## src/rtl/uart_fp_word_rx_if.sv

```systemverilog
`default_nettype none
// ============================================================================
// Module   : uart_fp_word_rx_if
// Purpose  : valid/ready word channel between the UART word receiver and the
//            consumer of signed fixed-point words.
// Signals  : word_data  - assembled word (WIDTH bits), stable while valid
//            word_valid - word available
//            word_ready - consumer accepts on valid && ready at clk rise
// Modports : master (producer side), slave (consumer side)
// Revision : 1.0 - initial release
// ============================================================================
interface uart_fp_word_rx_if #(
  parameter int WIDTH = 12
) ();

  logic [WIDTH-1:0] word_data;
  logic             word_valid;
  logic             word_ready;

  modport master (
    output word_data,
    output word_valid,
    input  word_ready
  );

  modport slave (
    input  word_data,
    input  word_valid,
    output word_ready
  );

endinterface
`default_nettype wire

```

## src/rtl/uart_fp_word_rx.sv

```systemverilog
`default_nettype none
// ============================================================================
// Module   : uart_fp_word_rx
// Purpose  : 8N1 UART receiver that packs two consecutive good bytes
//            (low byte first) into one signed fixed-point word of width
//            fp_integer_width+fp_fract_width and offers it on a valid/ready
//            channel. Framing errors and overruns are flagged as one-cycle
//            pulses.
// Ports    : clk       - system clock
//            rst       - synchronous reset, active high
//            rx        - asynchronous UART line, idle high
//            word_bus  - master side of the word channel (data/valid/ready)
//            frame_err - one-cycle pulse, stop bit sampled low
//            overrun   - one-cycle pulse, word dropped because the previous
//                        word was still unaccepted
//            busy      - receiver mid-frame or low byte held
// Revision : 1.0 - initial release
// ============================================================================
module uart_fp_word_rx #(
  parameter int fp_integer_width = 2,
  parameter int fp_fract_width   = 10,
  parameter int clock_frequency  = 12000000,
  parameter int uart_baud_rate   = 9600
) (
  input  wire logic          clk,
  input  wire logic          rst,
  input  wire logic          rx,
  uart_fp_word_rx_if.master  word_bus,
  output logic               frame_err,
  output logic               overrun,
  output logic               busy
);

  // Word width, legal range 9..16: the high byte always contributes at least
  // one bit and never more than eight.
  localparam int c_w        = fp_integer_width + fp_fract_width;
  localparam int c_hi_bits  = c_w - 8;
  localparam int c_baud_div = clock_frequency / uart_baud_rate;
  localparam int c_half_div = c_baud_div / 2;
  localparam int c_cnt_w    = (c_baud_div > 2) ? $clog2(c_baud_div) : 1;

  localparam logic [c_cnt_w-1:0] c_full_load = c_cnt_w'(c_baud_div - 1);
  localparam logic [c_cnt_w-1:0] c_half_load = c_cnt_w'(c_half_div - 1);

  typedef enum logic [1:0] {
    S_IDLE  = 2'd0,
    S_START = 2'd1,
    S_DATA  = 2'd2,
    S_STOP  = 2'd3
  } state_t;

  // --------------------------------------------------------------------------
  // Line synchronizer. r_rx_prev holds the previous synchronized value so a
  // start is only recognised on a genuine 1->0 transition; after a framing
  // error with the line still low, the line must return high first.
  // --------------------------------------------------------------------------
  logic r_rx_meta;
  logic r_rx_s;
  logic r_rx_prev;

  always_ff @(posedge clk) begin
    if (rst) begin
      r_rx_meta <= 1'b1;
      r_rx_s    <= 1'b1;
      r_rx_prev <= 1'b1;
    end else begin
      r_rx_meta <= rx;
      r_rx_s    <= r_rx_meta;
      r_rx_prev <= r_rx_s;
    end
  end

  // --------------------------------------------------------------------------
  // Receiver FSM: state register
  // --------------------------------------------------------------------------
  state_t              r_state;
  logic [c_cnt_w-1:0]  r_cnt;
  logic [2:0]          r_bit_idx;
  logic [7:0]          r_shift;

  state_t              w_state_next;
  logic [c_cnt_w-1:0]  w_cnt_next;
  logic [2:0]          w_bit_next;
  logic [7:0]          w_shift_next;
  logic                w_byte_good;
  logic                w_byte_bad;
  logic                w_tick;

  always_ff @(posedge clk) begin
    if (rst) begin
      r_state   <= S_IDLE;
      r_cnt     <= '0;
      r_bit_idx <= '0;
      r_shift   <= '0;
    end else begin
      r_state   <= w_state_next;
      r_cnt     <= w_cnt_next;
      r_bit_idx <= w_bit_next;
      r_shift   <= w_shift_next;
    end
  end

  // --------------------------------------------------------------------------
  // Receiver FSM: next state and strobes. The counter is loaded on entry to
  // each bit and the bit is acted on when it reaches zero, so every sample
  // lands mid-bit relative to the start edge of this frame.
  // --------------------------------------------------------------------------
  always_comb begin
    w_state_next = r_state;
    w_cnt_next   = r_cnt;
    w_bit_next   = r_bit_idx;
    w_shift_next = r_shift;
    w_byte_good  = 1'b0;
    w_byte_bad   = 1'b0;
    w_tick       = (r_cnt == '0);

    case (r_state)
      S_IDLE: begin
        if (r_rx_prev && !r_rx_s) begin
          w_state_next = S_START;
          w_cnt_next   = c_half_load;
        end
      end

      S_START: begin
        if (w_tick) begin
          if (r_rx_s) begin
            // Line back high at mid start bit: a glitch, not a frame.
            w_state_next = S_IDLE;
          end else begin
            w_state_next = S_DATA;
            w_cnt_next   = c_full_load;
            w_bit_next   = 3'd0;
          end
        end else begin
          w_cnt_next = r_cnt - 1'b1;
        end
      end

      S_DATA: begin
        if (w_tick) begin
          w_shift_next = {r_rx_s, r_shift[7:1]};
          w_cnt_next   = c_full_load;
          if (r_bit_idx == 3'd7) begin
            w_state_next = S_STOP;
            w_bit_next   = 3'd0;
          end else begin
            w_bit_next = r_bit_idx + 3'd1;
          end
        end else begin
          w_cnt_next = r_cnt - 1'b1;
        end
      end

      S_STOP: begin
        if (w_tick) begin
          w_byte_good  = r_rx_s;
          w_byte_bad   = !r_rx_s;
          w_state_next = S_IDLE;
        end else begin
          w_cnt_next = r_cnt - 1'b1;
        end
      end

      default: begin
        w_state_next = S_IDLE;
      end
    endcase
  end

  // --------------------------------------------------------------------------
  // Word assembler and output channel. The word completes in the same edge
  // that accepts the high byte, so word_valid rises one cycle after the
  // mid-stop sample. A load in the handshake cycle takes precedence over the
  // clear, keeping word_valid high with the new word.
  // --------------------------------------------------------------------------
  logic           r_ptr_high;
  logic [7:0]     r_low_byte;
  logic [c_w-1:0] r_word_data;
  logic           r_word_valid;
  logic           r_frame_err;
  logic           r_overrun;
  logic           w_accept;

  assign w_accept = r_word_valid && word_bus.word_ready;

  always_ff @(posedge clk) begin
    if (rst) begin
      r_ptr_high   <= 1'b0;
      r_low_byte   <= '0;
      r_word_data  <= '0;
      r_word_valid <= 1'b0;
      r_frame_err  <= 1'b0;
      r_overrun    <= 1'b0;
    end else begin
      r_frame_err <= w_byte_bad;
      r_overrun   <= 1'b0;

      if (w_accept) begin
        r_word_valid <= 1'b0;
      end

      if (w_byte_bad) begin
        // A bad byte also invalidates any held low byte.
        r_ptr_high <= 1'b0;
      end else if (w_byte_good) begin
        if (!r_ptr_high) begin
          r_low_byte <= r_shift;
          r_ptr_high <= 1'b1;
        end else begin
          r_ptr_high <= 1'b0;
          if (!r_word_valid || word_bus.word_ready) begin
            r_word_data  <= {r_shift[c_hi_bits-1:0], r_low_byte};
            r_word_valid <= 1'b1;
          end else begin
            r_overrun <= 1'b1;
          end
        end
      end
    end
  end

  assign word_bus.word_data  = r_word_data;
  assign word_bus.word_valid = r_word_valid;
  assign frame_err           = r_frame_err;
  assign overrun             = r_overrun;
  assign busy                = (r_state != S_IDLE) || r_ptr_high;

endmodule
`default_nettype wire

```

## src/flat_wrapper.sv

```systemverilog
// flat-port wrapper written by rule: the top's interface ports become plain ports
module uart_fp_word_rx_flat 
#(
  parameter int fp_integer_width = 2,
  parameter int fp_fract_width   = 10,
  parameter int clock_frequency  = 12000000,
  parameter int uart_baud_rate   = 9600
)
  (clk, rst, rx, frame_err, overrun, busy, word_bus_word_data, word_bus_word_valid, word_bus_word_ready);
  uart_fp_word_rx_if #(.WIDTH((12))) word_bus_i ();
  input  wire logic clk;
  input  wire logic rst;
  input  wire logic rx;
  output logic frame_err;
  output logic overrun;
  output logic busy;
  output wire logic [$bits(word_bus_i.word_data)-1:0] word_bus_word_data;
  output wire logic [$bits(word_bus_i.word_valid)-1:0] word_bus_word_valid;
  input wire logic [$bits(word_bus_i.word_ready)-1:0] word_bus_word_ready;
  assign word_bus_word_data = word_bus_i.word_data;
  assign word_bus_word_valid = word_bus_i.word_valid;
  assign word_bus_i.word_ready = word_bus_word_ready;
  uart_fp_word_rx #(.fp_integer_width(fp_integer_width), .fp_fract_width(fp_fract_width), .clock_frequency(clock_frequency), .uart_baud_rate(uart_baud_rate)) u_core (.clk(clk), .rst(rst), .rx(rx), .word_bus(word_bus_i), .frame_err(frame_err), .overrun(overrun), .busy(busy));
endmodule
```

## config.mk

```make
export PLATFORM = sky130hd
export DESIGN_NAME = uart_fp_word_rx_flat
export DESIGN_NICKNAME = d
export VERILOG_FILES = /design/src/rtl/uart_fp_word_rx_if.sv /design/src/rtl/uart_fp_word_rx.sv /design/src/flat_wrapper.sv
export SDC_FILE = /design/constraint.sdc
export NUM_CORES = 1
export LEC_CHECK = 0
export ABC_CLOCK_PERIOD_IN_PS = 1900
export CAP_MARGIN = 10
export CORE_MARGIN = 2
export CORE_UTILIZATION = 52
export CTS_CLUSTER_SIZE = 28
export DETAILED_ROUTE_END_ITERATION = 8
export MAX_ROUTING_LAYER = met4
export PLACE_DENSITY = 0.75
export SLEW_MARGIN = 20
export SYNTH_ARGS = -nofsm -noshare
export SYNTH_HDL_FRONTEND = slang
export SYNTH_SLANG_ARGS = --single-unit
```

## constraint.sdc

```tcl
create_clock -name clk -period 1.9 [get_ports clk]
set_input_delay 0.38 -clock clk [delete_from_list [all_inputs] [get_ports clk]]
set_output_delay 0.38 -clock clk [all_outputs]
set_load 0.005 [all_outputs]
```

==> impl_results.md <==
* GP Congestion at 0.886
* Worst slew pin tran at 671 ps
* Synth Register Bits at 51
* Initial core utilization at ~54%
* Layout fillers at 410
* Fin. Hold Viols at 0
* Tot GR Track Use at 24.4%
* DRT antenna net count at 0
* Slowest stage delay, CP at 340 ps
* Post-Synth Adder-Cell Area at 3.97%
* Worst R2R Setup Slack at 110 ps
* Critical path fanouts, max at 8
* Max cap viols at 0
* Synth async-reset ratio at 0%
* P_leak at approximately 0.0011 uW
* CP most frequent cell: buf_4
* Clock root buffer: clkbuf_8
* Final core occ at 65.0%
* Share of layout cells above drive strength 1 at 18.7%
* Reg area at 0.00103 mm^2
* Crit-path leading delay family: compound AO/OA/AOI/OAI gates
* Die H at 73.6 um
* HP Class: flip-flop to flip-flop
* CP max-delay cell: dfxtp_2
* Multi-input combinational cell area at 0.00138 mm^2
* Most frequent cell after synthesis: dfxtp_1
* TritonCTS clock tree: yes
* Ports at 20
* Post-Synth XOR/XNOR Area at 0%
* Post-Route WL at 6.05 mm
* Final TNS setup at 0 ps
* Routed len/inst at 16.1 um
* Synth-to-Final Area Change at 21.0%
* Outcome: finished clean
* Mux cell area share after synthesis at 1.19%
* Buffer and inverter count on the worst path at 2
* Clk_lat worst skew at 310 ps
* FF-to-FF path depth at 7
* Pwr Density at 924 mW/mm^2
* TritonCTS sink count at 51
* Post-synth top flop: dfxtp_1
* Relative slew margins at 55.2%
* Most frequent cells after synthesis: dfxtp_1 (51), a21oi_1 (36), o21ai_0 (27)
* Achievable Freq at 558 MHz
* Unrepaired setup endpoints after global routing: false
* CTS max path bufs at 2
* Netlist Area Pre-Place at between 0.002 and 0.003 mm^2
* Crit Path Category: flip-flop to flip-flop
* Clock Skews at 5.89 ps
* Synth Area per Inst at approximately 8.6 um^2
* CTS Hold Bufs at 0
* Via density per instance at 6.19
* Core Box Area at 0.00469 mm^2
* TritonCTS buffer count at 5
* # port buffers at 19
* Drt pass-1 iters at 4
* Post-synthesis sequential area ratio at 40.5%
* Post-Synth Simple-Gate Area at 23.6%
* GR Overflow Total at 0
* CP Capture Type: flip-flop
* Initial antenna violation count at 0
* Crit path DAT at a little under 2000 ps
* Vias in the first global route at 2110
* Largest family of logic cells by synthesized area: compound AO/OA/AOI/OAI gates
* Slew Viols, Final at 0
* EDFF count, synth at 0
* Routed via count at about 2300
* Hold depth at 1
* Clock slew at reported path FFs at 90 ps
* DRT iter0 DRCs at roughly 210
* Synth Area in Compound Gates at roughly 24%
* Crit-path cells: buf_4 -> ha_2 -> nor4b_4 -> a311oi_2 -> buf_4 -> a211oi_1 -> o32ai_1
* Largest net degree at the start of global routing at 30
* Die width at 73.6 um
* CP Depth at 7
* Top post-synthesis cells by area: dfxtp_1 (41%), a21oi_1 (7.1%), o21ai_0 (5.4%)
* Die area at 0.00542 mm^2
* Synth Warn # at 0
* # DRC at 0
* H-tree levels at 2
* Setup violations, final at 0
* Fin crit period at 1790 ps
* Inst Count DP at 364
* First-pass GRT wire length at 10.0 mm
* Placement Rows at 25
* Number of distinct library cells after synthesis at 52
* Worst endpoint required time at 2100 ps
* Area leader, netlist: dfxtp_1
* Period utilisation layout at between 90% and 100%
* Finished Layout Cells at 375
* Synth Instances at 292
* Hpwl dp at about 4.2 mm
* Final-stage net count at around 330
* Top cell type's share of synthesized area at 40.5%
* Maximum vdd ir drop at 0.000708 V
* Syn nets at 304
* Crit start category: flip-flop
* Inserted Diodes at 0
-- logic make-up after synthesis --
kind of cell	Yosys count
AOI/OAI and AO/OA	97
adders and majority gates	8
buffers and inverters	36
DFF	51
muxes	3
and+or+nand+nor	97
-- repair_timing --
item / in CTS / in global routing
endpoints found under the setup margin: 1 / 27
setup buffers: 2 / 1
pin swaps: 0 / 1
resized for setup: 5 / 12
-- worst paths after layout --
kind	to	startpoint
worst max-delay path	u_core.r_cnt[2]	u_core.r_state[0]
worst min-delay path	u_core.r_rx_s	u_core.r_rx_meta
worst max register to register	u_core.r_cnt[2]	u_core.r_state[0]
worst min register to register	u_core.r_rx_s	u_core.r_rx_meta
-- cell usage in the layout, fill, tap and decap left out, drive strengths merged, types with 2 or more instances in the layout --
cell type and instances:
a311oi 3, nand4b 11, o32ai 3, mux2i 3, and3 2, nor3 4, and3b 2, o21ai 28
clkbuf 6, nor3b 2, a21boi 2, a221oi 2, a21oi 36, a41o 2, ha 8, nor4 2
or2 3, nor2 8, dfxtp 51, nand2b 3, a31oi 4, o211ai 2, buf 25, and4 4
a211oi 4, clkdlybuf4s50 18, nand2 20, nand3 24, or4 2, a21o 4, nand4 8, inv 13
-- power by group --
| part | switching [uW] | total (uW) | internal (uW) | leakage, uW |
|---|---|---|---|---|
| Sequential | 54.3 | 1160 | 1110 | 0.000414 |
| Clock | 371 | 805 | 433 | 0.0000618 |
| Combinational | 498 | 850 | 352 | 0.000618 |
| Total | 924 | 2820 | 1890 | 0.00109 |
-- per-stage QoR --
stage | hold slack, ps | total power, uW | area [um^2] | setup WS [ps]
final | 422 | 2820 | 3050 | 109
after CTS | 427 | 2770 | 3010 | 6.62
after global placement | 394 | 1930 | 2850 | 137
after global routing | 439 | 2940 | 3050 | 4.01
after floorplan | 389 | 1760 | 2520 | 129
after detailed placement | 405 | 1950 | 2850 | 60.7
-- registers in the layout (all words and copies together) (netlist names), named ones only --
signal / flops
u_core.r_rx_prev: 1
u_core.r_rx_s: 1
u_core.r_cnt: 11
u_core.r_low_byte: 8
u_core.r_state: 1
u_core.frame_err: 1
u_core.word_bus.word_valid: 1
u_core.r_bit_idx: 3
u_core.r_rx_meta: 1
u_core.r_shift: 8
u_core.overrun: 1
u_core.word_bus.word_data: 12
u_core.r_ptr_high: 1
-- layer usage --
metal  track usage [%]  part of all wire (%)  vias up
li1                  -                     -     1144
met2              36.2                    48       55
met5                 -                     0        -
met1              33.3                    47     1111
met3              3.70                   3.5       11
met4              9.70                   1.9        0
-- cell type report --
cell class,count,share of cell area (%)
clock inverters,2,1.27
flip-flops and latches,51,33.7
well taps,54,2.22
multi-input cells,205,45.2
repair buffers,44,13.3
inverters,13,1.60
clock buffers,6,2.71
No activity file was read; power rests on OpenSTA's default activity.
